===== src/rtl/cov_pkg.sv =====
// Shared constants, FSM state type and element helpers for the covariance
// read / diagonal-loading / weight-solver chain.
package cov_pkg;

  localparam int DW     = 16;
  localparam int NMICS  = 4;
  localparam int NBINS  = 129;
  localparam int NELEM  = NMICS * NMICS;
  localparam int BIN_W  = $clog2(NBINS);
  localparam int ELEM_W = 4;

  localparam logic signed [DW-1:0] Q15_MAX = {1'b0, {(DW-1){1'b1}}};
  localparam logic signed [DW-1:0] Q15_MIN = {1'b1, {(DW-1){1'b0}}};

  typedef enum logic [1:0] {
    ST_IDLE,
    ST_REQ,
    ST_WAIT,
    ST_OUT
  } state_t;

  // Row-major diagonal elements sit every NMICS+1 positions: 0, 5, 10, 15.
  function automatic logic is_diag(input logic [ELEM_W-1:0] elem);
    return (int'(elem) % (NMICS + 1)) == 0;
  endfunction

endpackage


===== src/rtl/q15_sat_add.sv =====
// Combinational Q1.15 signed add, clamped to the representable range.
module q15_sat_add
  import cov_pkg::*;
(
  input  logic signed [DW-1:0] a_i,
  input  logic signed [DW-1:0] b_i,
  output logic signed [DW-1:0] y_o
);

  logic signed [DW:0] sum;

  // One guard bit: overflow shows up as the top two bits disagreeing.
  always_comb begin
    sum = {a_i[DW-1], a_i} + {b_i[DW-1], b_i};
    if (sum[DW] != sum[DW-1]) begin
      y_o = sum[DW] ? Q15_MIN : Q15_MAX;
    end else begin
      y_o = sum[DW-1:0];
    end
  end

endmodule


===== src/rtl/cov_diag_loader.sv =====
// Sweeps the covariance read port, adds delta to each diagonal (imag forced
// to zero) and streams the Hermitian matrix to the solver via valid/ready.
module cov_diag_loader #(
  parameter int                   NBINS   = cov_pkg::NBINS,
  parameter int                   NMICS   = cov_pkg::NMICS,
  parameter int                   DW      = cov_pkg::DW,
  parameter logic signed [DW-1:0] DELTA   = 16'sd328,
  parameter int                   TIMEOUT = 64
) (
  input  logic                       clk,
  input  logic                       rst,
  input  logic                       start,
  output logic                       busy,
  output logic [$clog2(NBINS)-1:0]   cov_rd_bin,
  output logic [3:0]                 cov_rd_elem,
  output logic                       cov_rd_en,
  input  logic signed [DW-1:0]       cov_rd_re,
  input  logic signed [DW-1:0]       cov_rd_im,
  input  logic                       cov_rd_valid,
  output logic signed [DW-1:0]       m_re,
  output logic signed [DW-1:0]       m_im,
  output logic [$clog2(NBINS)-1:0]   m_bin,
  output logic [3:0]                 m_elem,
  output logic                       m_last,
  output logic                       m_valid,
  input  logic                       m_ready,
  output logic                       done,
  output logic                       err
);

  localparam int BIN_W = $clog2(NBINS);
  localparam int NELEM = NMICS * NMICS;
  localparam int WD_W  = $clog2(TIMEOUT + 1);

  cov_pkg::state_t state_q, state_d;
  logic [BIN_W-1:0]   bin_q, bin_d;
  logic [3:0]         elem_q, elem_d;
  logic [WD_W-1:0]    wd_q, wd_d;
  logic signed [DW-1:0] m_re_q, m_re_d;
  logic signed [DW-1:0] m_im_q, m_im_d;
  logic [BIN_W-1:0]   m_bin_q, m_bin_d;
  logic [3:0]         m_elem_q, m_elem_d;
  logic               m_last_q, m_last_d;
  logic               done_q, done_d;
  logic               err_q, err_d;
  logic signed [DW-1:0] loaded_re;
  logic               diag;

  q15_sat_add u_sat_add (
    .a_i (cov_rd_re),
    .b_i (DELTA),
    .y_o (loaded_re)
  );

  assign diag = cov_pkg::is_diag(elem_q);

  // NOTE: every next-state value gets a default first, so no path through
  // the case statement can leave a variable unassigned and infer a latch.
  always_comb begin
    state_d  = state_q;
    bin_d    = bin_q;
    elem_d   = elem_q;
    wd_d     = wd_q;
    m_re_d   = m_re_q;
    m_im_d   = m_im_q;
    m_bin_d  = m_bin_q;
    m_elem_d = m_elem_q;
    m_last_d = m_last_q;
    done_d   = 1'b0;
    err_d    = 1'b0;

    unique case (state_q)
      cov_pkg::ST_IDLE: begin
        if (start) begin
          bin_d   = '0;
          elem_d  = '0;
          state_d = cov_pkg::ST_REQ;
        end
      end
      cov_pkg::ST_REQ: begin
        wd_d    = '0;
        state_d = cov_pkg::ST_WAIT;
      end
      cov_pkg::ST_WAIT: begin
        if (cov_rd_valid) begin
          m_re_d   = diag ? loaded_re : cov_rd_re;
          m_im_d   = diag ? '0 : cov_rd_im;
          m_bin_d  = bin_q;
          m_elem_d = elem_q;
          m_last_d = (elem_q == 4'(NELEM - 1));
          state_d  = cov_pkg::ST_OUT;
        end else if (wd_q == WD_W'(TIMEOUT - 1)) begin
          // Data arriving on the final watchdog cycle still wins over abort.
          err_d   = 1'b1;
          state_d = cov_pkg::ST_IDLE;
        end else begin
          wd_d = wd_q + 1'b1;
        end
      end
      cov_pkg::ST_OUT: begin
        if (m_ready) begin
          if (elem_q != 4'(NELEM - 1)) begin
            elem_d  = elem_q + 1'b1;
            state_d = cov_pkg::ST_REQ;
          end else if (bin_q != BIN_W'(NBINS - 1)) begin
            bin_d   = bin_q + 1'b1;
            elem_d  = '0;
            state_d = cov_pkg::ST_REQ;
          end else begin
            done_d  = 1'b1;
            state_d = cov_pkg::ST_IDLE;
          end
        end
      end
      default: state_d = cov_pkg::ST_IDLE;
    endcase
  end

  // NOTE: state updates use non-blocking assignments so every register
  // samples the pre-edge values; reset here is synchronous, checked first.
  always_ff @(posedge clk) begin
    if (rst) begin
      state_q  <= cov_pkg::ST_IDLE;
      bin_q    <= '0;
      elem_q   <= '0;
      wd_q     <= '0;
      m_re_q   <= '0;
      m_im_q   <= '0;
      m_bin_q  <= '0;
      m_elem_q <= '0;
      m_last_q <= 1'b0;
      done_q   <= 1'b0;
      err_q    <= 1'b0;
    end else begin
      state_q  <= state_d;
      bin_q    <= bin_d;
      elem_q   <= elem_d;
      wd_q     <= wd_d;
      m_re_q   <= m_re_d;
      m_im_q   <= m_im_d;
      m_bin_q  <= m_bin_d;
      m_elem_q <= m_elem_d;
      m_last_q <= m_last_d;
      done_q   <= done_d;
      err_q    <= err_d;
    end
  end

  assign busy        = (state_q != cov_pkg::ST_IDLE);
  assign cov_rd_en   = (state_q == cov_pkg::ST_REQ);
  assign m_valid     = (state_q == cov_pkg::ST_OUT);
  assign cov_rd_bin  = bin_q;
  assign cov_rd_elem = elem_q;
  assign m_re        = m_re_q;
  assign m_im        = m_im_q;
  assign m_bin       = m_bin_q;
  assign m_elem      = m_elem_q;
  assign m_last      = m_last_q;
  assign done        = done_q;
  assign err         = err_q;

endmodule


===== config.mk =====
export PLATFORM = sky130hd
export DESIGN_NAME = cov_diag_loader
export DESIGN_NICKNAME = d
export VERILOG_FILES = /design/src/rtl/cov_pkg.sv /design/src/rtl/q15_sat_add.sv /design/src/rtl/cov_diag_loader.sv
export SDC_FILE = /design/constraint.sdc
export NUM_CORES = 1
export LEC_CHECK = 0
export ABC_AREA = 1
export CAP_MARGIN = 20
export CORE_AREA = 2 2 99 101
export CTS_BUF_LIST = sky130_fd_sc_hd__clkbuf_16
export DETAILED_ROUTE_END_ITERATION = 7
export DIE_AREA = 0 0 101 103
export GPL_ROUTABILITY_DRIVEN = 1
export GPL_TIMING_DRIVEN = 0
export PLACE_DENSITY = 0.8
export SETUP_SLACK_MARGIN = 0.5
export SLEW_MARGIN = 40
export SYNTH_ARGS = -nofsm -noshare
export SYNTH_HDL_FRONTEND = slang
export SYNTH_HIERARCHICAL = 1
export SYNTH_SLANG_ARGS = --single-unit
export TNS_END_PERCENT = 5

===== constraint.sdc =====
create_clock -name clk -period 2.48 [get_ports clk]
set_input_delay 0.496 -clock clk [delete_from_list [all_inputs] [get_ports clk]]
set_output_delay 0.496 -clock clk [all_outputs]
set_load 0.03 [all_outputs]

==> results.json, run 1 <==
{
  "p_comb_share_pct": 38.9,
  "cts_tree": "done",
  "final.period_utilization_pct": 81.8,
  "num_io_pins": 99,
  "synthDistinctLibCells": 41,
  "setup_viol": 0,
  "wirelength_mm": 13.1,
  "cp_slowest_cell": "clkdlybuf4s50_1",
  "viasPerCell": 5.19,
  "drc": 0,
  "synth-xor-area-share_pct": 2.93,
  "cp-start-kind": "register",
  "clockPowerShare_pct": 30.9,
  "synth_seq_area_share_pct": 28.4,
  "drt_iter0_drc": 251,
  "rsz0062_at_grt": "yes",
  "crit_path_end_kind": "output port",
  "pwr-share-seq_pct": 30.3,
  "reg2reg_slack_ps": 540,
  "grt_pass1_vias": 4597,
  "period_minus_slack_ps": 2030,
  "whs_path_depth": 2,
  "grt_max_degree": 13,
  "antenna_cells": 0,
  "die_w_microns": 101,
  "synth_ff_type": "dfxtp_1",
  "syn_avg_cell_area_sq_um": 6.93,
  "arrival_ps": 1530,
  "synth-compound-area-share_pct": 13.5,
  "cts_buffers": 9,
  "synth_area_sq_um": 4790,
  "power_density_nw_per_um2": 604,
  "fin_util_pct": 71.7,
  "clk_latency_ps": 340,
  "switching_share_pct": 37.1,
  "finalWorstSetupSlack_ps": 452,
  "synth_simple_gate_area_share_pct": 35.2,
  "wl_per_cell_microns": 13.7,
  "synth_mux_area_share_pct": 0,
  "cp.required_ps": 1980,
  "maxCapViolations": 0,
  "dp_hpwl_mm": 9.80,
  "p_sw_w": 0.00152,
  "layout_common_cells": "nand2_1, inv_1, clkdlybuf4s50_1, dfxtp_1, nand3_1",
  "core_area_sq_um": 9460,
  "crit_path_max_incr_delay_ps": 740,
  "clkSinkCount": 68,
  "cp_max_fo": 7,
  "layout_commonest_cell": "nand2_1",
  "slew_viol_final": 0,
  "path_class": "register to output port",
  "synth-edff-count": 0,
  "hold_viol": 0,
  "start_util_pct": 50.6,
  "place_congestion": 0.859,
  "synth_top_family_by_area": "simple AND/OR/NAND/NOR gates",
  "rows": 36,
  "vias": 4966,
  "ff2ff_path_depth": 13,
  "whs_endpoint": "m_re[2]$_SDFFE_PP0P_",
  "ant_nets": 0,
  "nets": 905,
  "skew_ps": 5.92,
  "p_total_w": 0.00410,
  "grt.overflow.total": 0,
  "grt_pass1_wl_mm": 20.3,
  "clk_pin_slew_ps": 50,
  "die_area_sq_um": 10400,
  "clock_path_buffers": 2,
  "crit-reg2reg-launch": "cov_rd_elem[2]$_SDFFE_PP0P_",
  "antenna_found_initial": 0,
  "crit_chain": "clkdlybuf4s50_1",
  "crit_start": "cov_rd_elem[3]$_SDFFE_PP0P_",
  "ys_warn_count": 6,
  "critPathBufInv": 1,
  "tightest_slew_ps": 639,
  "fillerInstances": 783,
  "hp-class": "register to register",
  "synth_fa_ha_area_share_pct": 8.25,
  "async_flop_share_pct": 0,
  "grt_use_total_pct": 24.5,
  "drive_gt1_share_pct": 23.9,
  "internal-power_w": 0.00258,
  "critPathTopFamily": "buffers and inverters",
  "ctsHoldBuffers": 0,
  "drt-pass1-iter-count": 5,
  "p_leak_nw": 2.99,
  "fmax_mhz": 493,
  "irDropWorstVdd_mv": 0.428,
  "die_h_microns": 103,
  "cts-root-buf": "clkbuf_16",
  "syn-instance-count": 691,
  "area_delta_synth_final_pct": 41.6,
  "htree_num_levels": 3,
  "synth_seq_cells": 68,
  "pre_cts_ws_ps": -300,
  "holdCritStartpoint": "m_re[2]$_SDFFE_PP0P_",
  "max_slew_margin_pct": 57.4,
  "port_buffers": 97,
  "r2r_end": "m_im[7]$_SDFFE_PP0P_",
  "outcome": "finished clean"
}
through the flow:
step	setup TNS, ps	cell area, sq um	hold slack (ps)	std cells
floorplan	0	5050	462	706
global placement	-3700	6160	459	917
detailed placement	-4100	6160	462	917
CTS	0	6510	471	940
global route	0	6780	495	956
finish	0	6780	465	956
cells in the mapped netlist, types with 4 or more instances:
| cell type | instances | share of area [%] |
|---|---|---|
| buf_2 | 5 | 0.52 |
| nand4_1 | 7 | 0.91 |
| xnor2_1 | 5 | 0.91 |
| inv_1 | 89 | 7.0 |
| a21oi_2 | 23 | 4.2 |
| nand2_1 | 160 | 13 |
| buf_6 | 6 | 1.4 |
| clkbuf_1 | 10 | 0.78 |
| o21ai_0 | 33 | 3.4 |
| inv_2 | 5 | 0.39 |
| nor3_1 | 4 | 0.42 |
| dfxtp_1 | 68 | 28 |
| nor2_1 | 49 | 3.8 |
| nand3_2 | 12 | 2.5 |
| a21oi_1 | 51 | 5.3 |
| ha_1 | 30 | 7.8 |
| nand3b_1 | 4 | 0.63 |
| xor2_1 | 11 | 2.0 |
| nand3_1 | 57 | 6.0 |
| nand2_2 | 33 | 4.3 |
power groups by stage:
stage | Sequential (W) | Combinational, W | Clock [W]
after floorplan | 0.00140 | 0.000888 | 0
after global placement | 0.00126 | 0.00143 | 0
after detailed placement | 0.00126 | 0.00146 | 0
after CTS | 0.00124 | 0.00148 | 0.00127
after global routing | 0.00125 | 0.00174 | 0.00131
final | 0.00124 | 0.00159 | 0.00126
worst max path at each step:
stage	to	slack, ps	cells after the start
after CTS	m_re[1]$_SDFFE_PP0P_	340	18
after floorplan	m_re[12]$_SDFFE_PP0P_	480	17
final	cov_rd_elem[3]	450	1
after detailed placement	m_re[1]$_SDFFE_PP0P_	-300	17
after global placement	m_re[4]$_SDFFE_PP0P_	-280	17
after global routing	cov_rd_bin[4]	390	1
cell type report:
cell class / count / area, sq um / share of cell area (%)
Timing Repair Buffer: 120 / 1120 / 16.5
Multi-Input combinational cell: 517 / 3300 / 48.7
Clock buffer: 9 / 225 / 3.32
Tap cell: 114 / 143 / 2.10
Clock inverter: 7 / 66.3 / 0.978
Sequential cell: 68 / 1370 / 20.2
Inverter: 95 / 364 / 5.37
Buffer: 26 / 194 / 2.86
per-layer routing:
| metal | global-route usage (%) | wire length (microns) | vias up | part of all wire (%) |
|---|---|---|---|---|
| li1 | - | - | 2487 | - |
| met1 | 26.6 | 5060 | 2289 | 39 |
| met2 | 47.7 | 7070 | 165 | 54 |
| met3 | 2.98 | 626 | 25 | 4.8 |
| met4 | 10.3 | 304 | 0 | 2.3 |
| met5 | 0 | 0 | - | 0 |
state kept, by name, indices dropped and copies added, names as in the netlist, 2 cells and up:
| signal | count |
|---|---|
| state_q | 2 |
| cov_rd_elem | 4 |
| m_re | 16 |
| wd_q | 7 |
| m_im | 16 |
| m_bin | 8 |
| cov_rd_bin | 8 |
| m_elem | 4 |
kinds of logic (layout without fill, tap and decap cells):
group | after synthesis | count (layout)
AND/OR/NAND/NOR | 343 | 343
buffers and inverters | 121 | 257
AO/OA/AOI/OAI | 110 | 110
flip-flops | 68 | 68
adder cells (fa/ha/maj) | 31 | 31
XOR/XNOR | 16 | 16
other | 2 | 17
what timing repair did:
item / CTS / global route
cloned: 2 / 0
buffers inserted: 5 / 16
pin swaps: 12 / 41
endpoints found under the setup margin: 32 / 41
resized for setup: 22 / 80
No activity file was read; power rests on OpenSTA's default activity.
==> inputs of run 2 (changes only) <==
--- a/config.mk
+++ b/config.mk
@@ -7,13 +7,13 @@
 export LEC_CHECK = 0
 export ABC_AREA = 1
 export CAP_MARGIN = 20
-export CORE_AREA = 2 2 99 101
+export CORE_AREA = 2 2 104 106
 export CTS_BUF_LIST = sky130_fd_sc_hd__clkbuf_16
 export DETAILED_ROUTE_END_ITERATION = 7
-export DIE_AREA = 0 0 101 103
+export DIE_AREA = 0 0 106 108
 export GPL_ROUTABILITY_DRIVEN = 1
 export GPL_TIMING_DRIVEN = 0
-export PLACE_DENSITY = 0.8
+export PLACE_DENSITY = 0.76
 export SETUP_SLACK_MARGIN = 0.5
 export SLEW_MARGIN = 40
 export SYNTH_ARGS = -nofsm -noshare
==> constraint.sdc (replaced) <==
create_clock -name clk -period 1.8 [get_ports clk]
set_input_delay 0.36 -clock clk [delete_from_list [all_inputs] [get_ports clk]]
set_output_delay 0.36 -clock clk [all_outputs]
set_load 0.03 [all_outputs]
==> run 2 against run 1 <==
Against the previous run:
- the run now ends with negative setup slack left
- combinational power rose by 54%
- routed wire length rose by 13%
- global-route usage rose by 0.97 points
- final area rose by 6.4%
- highest routed layer unchanged
- first-iteration DRC count fell by 14%
- clock power rose by 35%
- sequential share of layout area fell by 1.0 points
- largest power group unchanged
- non-clock buffer count rose by 20
- sequential power rose by 40%
- core utilization fell by 1.2 points
- die area rose by 10%
- clock-buffer cell count did not move
==> results.json, run 2 (synthesis gave the netlist of run 1 again) <==
{
  "cp_slowest_cell": "ha_4",
  "rows": 37,
  "placed_cells": 939,
  "grt_pass1_wl_mm": 23.5,
  "cpMostUsedCell": "nand2_2",
  "critPathBufInv": 3,
  "whs_ps": 451,
  "clockPowerShare_pct": 28.9,
  "antenna_cells": 0,
  "grt.overflow.total": 0,
  "clkSinkCount": 68,
  "vias": 5136,
  "fin_util_pct": 70.5,
  "ctsHoldBuffers": 0,
  "pre_cts_ws_ps": -865,
  "cp.required_ps": 2060,
  "met1_usage_pct": 27.7,
  "grt_pass1_vias": 5165,
  "irDropWorstVdd_mv": 0.539,
  "drive_gt1_share_pct": 39.9,
  "finalWorstSetupSlack_ps": -36.5,
  "core_area_sq_um": 10200,
  "p_leak_nw": 3.39,
  "clock_path_buffers": 2,
  "drt-pass1-iter-count": 4,
  "dp_hpwl_mm": 10.0,
  "port_buffers": 97,
  "fmax_mhz": 545,
  "num_io_pins": 99,
  "die_area_sq_um": 11400,
  "antenna_found_initial": 0,
  "wirelength_mm": 14.7,
  "pwr-share-seq_pct": 29.4,
  "cts_tree": "done",
  "drt_iter0_drc": 217,
  "tightest_slew_ps": 735,
  "max_slew_margin_pct": 51.0,
  "grt-busiest-layer": "met2",
  "wl_per_cell_microns": 14.8,
  "nets": 925,
  "final.period_utilization_pct": 102,
  "power_density_nw_per_um2": 815,
  "instances_no_fill": 998,
  "die_w_microns": 106,
  "use_met3_pct": 4.58,
  "outcome": "finished, violations left",
  "grt_use_total_pct": 25.4,
  "ant_nets": 0,
  "hp-class": "input pin to register",
  "cts-root-buf": "clkbuf_16",
  "crit_path_end_kind": "register",
  "layout_commonest_cell": "nand2_1",
  "grt.met2_usage_pct": 46.5,
  "die_h_microns": 108,
  "cts_buffers": 9,
  "hold_viol": 0,
  "start_util_pct": 46.8,
  "critPathTopFamily": "simple AND/OR/NAND/NOR gates",
  "p_comb_share_pct": 41.7,
  "setup_tns_ps": -224,
  "clk_pin_slew_ps": 60,
  "cp_max_fo": 7,
  "viasPerCell": 5.15,
  "maxCapViolations": 0,
  "period_minus_slack_ps": 1840,
  "p_sw_w": 0.00223,
  "switching_share_pct": 38.0,
  "arrival_ps": 2100,
  "crit_chain": "clkdlybuf4s15_2 -> ha_4 -> nand2_2 -> nor2_1 -> a21oi_4 -> nand2_2 -> nand2_4 -> nand4_4 -> clkbuf_16 -> nand2_2 -> inv_1 -> nand2_2 -> nand3_2 -> a21oi_2",
  "setup_viol": 12,
  "cp-start-kind": "input pin",
  "drc": 0,
  "internal-power_w": 0.00365,
  "clk_latency_ps": 340,
  "violations": "negative setup slack",
  "rsz0062_at_grt": "yes",
  "htree_num_levels": 3,
  "slew_viol_final": 0,
  "crit_path_max_incr_delay_ps": 250,
  "layout_common_cells": "nand2_1, inv_1, dfxtp_1, buf_2, nand3_1",
  "grt_max_degree": 12,
  "area_delta_synth_final_pct": 50.6,
  "skew_ps": 5.08,
  "place_congestion": 0.888,
  "path_class": "input pin to register"
}
run 2: changes by cell type in the layout (fill, tap and decap cells not counted), moves of 7 or more:
cell,delta
clkdlybuf4s50_1,-59
buf_2,+49
buf_4,+21
nand2_1,-17
nand2_4,+17
dfxtp_1,-10
dfxtp_2,+9
inv_1,-8
buf_6,+7
ha_1,-7
ha_4,+7
o21ai_0,-7
run 2: stage by stage:
step | instance area [sq um] | total power (W)
after floorplan | 5060 | 0.00315
final | 7210 | 0.00588
after global placement | 6200 | 0.00372
after global routing | 7210 | 0.00617
after CTS | 6970 | 0.00567
after detailed placement | 6200 | 0.00375
run 2: layout make-up:
| cell class | count | area (sq um) |
|---|---|---|
| Timing Repair Buffer | 140 | 1120 |
| Tap cell | 136 | 170 |
| Sequential cell | 68 | 1380 |
| Fill cell | 839 | 3020 |
| Clock buffer | 9 | 225 |
| Clock inverter | 7 | 60.1 |
| Buffer | 26 | 238 |
| Multi-Input combinational cell | 517 | 3630 |
| Inverter | 95 | 390 |
run 2: metal layers:
layer  up-vias  routed length [microns]
met4         0                      689
li1       2526                        -
met5         -                        0
met1      2381                     5480
met2       175                     7800
met3        54                      777
run 2: final timing paths:
path / from / to / slack [ps] / cells past startpoint
setup / recovery: cov_rd_re[14] / m_re[13]$_SDFFE_PP0P_ / -40 / 14
hold / removal: cov_rd_re[7] / m_re[7]$_SDFFE_PP0P_ / 450 / 5
setup reg to reg: cov_rd_elem[1]$_SDFFE_PP0P_ / m_re[8]$_SDFFE_PP0P_ / -20 / 13
hold reg to reg: m_re[4]$_SDFFE_PP0P_ / m_re[4]$_SDFFE_PP0P_ / 470 / 2
run 2: what timing repair did:
action / CTS / global route
gates cloned: 3 / 1
setup buffers: 37 / 2
gates resized for setup: 483 / 68
pin swaps: 71 / 50
endpoints found under the setup margin: 129 / 80
run 2: worst reg2reg max path, stage by stage (launching register included):
cell     delay [ps]
dfxtp_4         360
buf_4           150
buf_6           130
ha_4            160
nor2_4          120
nor2_4           50
nand3_4         100
nand2_8          70
buf_6           130
buf_12          110
buf_16          140
nand2_4          60
nand3_2          60
a21oi_2         120
run 2: power by group through the flow:
stage	clock network, W	logic [W]	registers (W)
global placement	0	0.00198	0.00173
detailed placement	0	0.00201	0.00174
floorplan	0	0.00122	0.00192
global route	0.00178	0.00265	0.00174
CTS	0.00172	0.00223	0.00172
finish	0.00170	0.00245	0.00173
==> inputs of run 3 (changes only) <==
--- a/config.mk
+++ b/config.mk
@@ -14,7 +14,8 @@
 export GPL_ROUTABILITY_DRIVEN = 1
 export GPL_TIMING_DRIVEN = 0
 export PLACE_DENSITY = 0.76
-export SETUP_SLACK_MARGIN = 0.5
+export SKIP_CTS_REPAIR_TIMING = 1
+export SKIP_LAST_GASP = 1
 export SLEW_MARGIN = 40
 export SYNTH_ARGS = -nofsm -noshare
 export SYNTH_HDL_FRONTEND = slang
==> run 3 against run 2 <==
Against the previous run:
- the run still ends with negative setup slack left
- largest power group unchanged
- total power shrank 1.4%
- die area is the same
- critical path type is now register to output port
- final area shrank 5.3%
==> results.json, run 3 (synthesis gave the netlist of run 1 again) <==
{
  "outcome": "finished, violations left",
  "violations": "negative setup slack",
  "hold_viol": 0,
  "critPathTopFamily": "buffers and inverters",
  "layout_commonest_cell": "nand2_1",
  "place_congestion": 0.887,
  "grt_pass1_wl_mm": 21.2,
  "arrival_ps": 1600,
  "clkSinkCount": 68,
  "core_area_sq_um": 10200,
  "skew_ps": 6.94,
  "htree_num_levels": 3,
  "fmax_mhz": 510,
  "grt_max_degree": 13,
  "start_util_pct": 46.8,
  "die_area_sq_um": 11400,
  "cts_buffers": 9,
  "placed_cell_area_sq_um": 6200,
  "grt_pass1_vias": 4734,
  "reg2reg_slack_ps": -130,
  "cp.required_ps": 1440,
  "p_leak_nw": 3.06,
  "rows": 37,
  "whs_path_depth": 5,
  "num_io_pins": 99,
  "wl_per_cell_microns": 13.4,
  "ant_nets": 0,
  "drt-pass1-iter-count": 4,
  "crit_chain": "ha_1 -> clkdlybuf4s50_1",
  "setup_tns_ps": -3150,
  "tightest_slew_ps": 671,
  "drc": 0,
  "wirelength_mm": 13.1,
  "final_area_sq_um": 6840,
  "nets": 903,
  "clk_pin_slew_ps": 50,
  "port_buffers": 97,
  "ff2ff_path_depth": 8,
  "fin_util_pct": 66.8,
  "power_density_nw_per_um2": 849,
  "dp_hpwl_mm": 9.99,
  "rsz0062_at_grt": "yes",
  "irDropWorstVdd_mv": 0.549,
  "max_slew_margin_pct": 55.3,
  "slew_viol_final": 0,
  "cp_max_fo": 4,
  "grt_use_total_pct": 22.7,
  "cp-start-kind": "register",
  "cts-root-buf": "clkbuf_16",
  "whs_ps": 426,
  "crit_path_end_kind": "output port",
  "area_delta_synth_final_pct": 42.7,
  "critPathBufInv": 1,
  "cp_slowest_cell": "clkdlybuf4s50_1",
  "path_class": "register to output port",
  "final.period_utilization_pct": 109,
  "grt.overflow.total": 0,
  "drt_iter0_drc": 124,
  "antenna_cells": 0,
  "vias": 4878,
  "clock_path_buffers": 2,
  "pre_cts_ws_ps": -846,
  "layout_common_cells": "nand2_1, inv_1, clkdlybuf4s50_1, dfxtp_1, nand3_1",
  "period_minus_slack_ps": 1960,
  "antenna_found_initial": 0,
  "die_h_microns": 108,
  "setup_viol": 53,
  "die_w_microns": 106,
  "viasPerCell": 5.00,
  "hp-class": "input pin to register",
  "maxCapViolations": 0,
  "crit_path_max_incr_delay_ps": 680,
  "clk_latency_ps": 330,
  "cp.depth": 2,
  "finalWorstSetupSlack_ps": -163,
  "drive_gt1_share_pct": 22.4,
  "cts_tree": "done"
}
-- run 3: cell count changes in the layout (fill, tap and decap cells not counted), moves of 10 or more --
cell / change
clkdlybuf4s50_1: +60
buf_4: -22
buf_2: -50
nand2_4: -24
dfxtp_1: +10
nand2_1: +22
dlymetal6s2s_1: +10
-- run 3: path summary, 6_finish.rpt --
path / from / to
max: state_q[1]$_SDFFE_PP0P_ / m_valid
min: cov_rd_re[8] / m_re[8]$_SDFFE_PP0P_
min reg2reg: m_re[2]$_SDFFE_PP0P_ / m_re[2]$_SDFFE_PP0P_
max reg2reg: state_q[1]$_SDFFE_PP0P_ / cov_rd_bin[7]$_SDFFE_PP0P_
-- run 3: layout make-up --
type,instances,area (sq um)
Buffer,26,194
Clock buffer,11,275
Clock inverter,5,55.1
Fill cell,887,3400
Inverter,95,364
Multi-Input combinational cell,517,3270
Sequential cell,68,1370
Tap cell,136,170
Timing Repair Buffer,118,1140
-- run 3: where the power goes --
part / internal (W) / total, W / leakage [nW] / switching, W
clock: 0.00124 / 0.00192 / 0.164 / 0.000681
sequential: 0.00162 / 0.00171 / 0.552 / 0.0000887
combinational: 0.000848 / 0.00217 / 2.35 / 0.00132
total: 0.00371 / 0.00580 / 3.06 / 0.00209
-- run 3: per-layer routing --
layer | part of all wire [%] | global-route usage (%) | vias up
li1 | - | - | 2483
met1 | 40 | 25.7 | 2239
met2 | 53 | 42.7 | 125
met3 | 4.1 | 2.41 | 31
met4 | 3.2 | 10.5 | 0
met5 | 0 | 0 | -
-- run 3: worst register-to-register path, delay by kind of cell (launching register included) --
| kind | cells | cell delay, ps |
|---|---|---|
| flip-flops | 1 | 390 |
| adder cells (fa/ha/maj) | 1 | 340 |
| AND/OR/NAND/NOR | 6 | 1010 |
| buffers and inverters | 1 | 120 |
-- run 3: metrics by stage --
step / total power (W) / cells
final: 0.00580 / 976
after global routing: 0.00611 / 976
after CTS: 0.00568 / 955
after detailed placement: 0.00376 / 939
after global placement: 0.00371 / 939
after floorplan: 0.00315 / 706
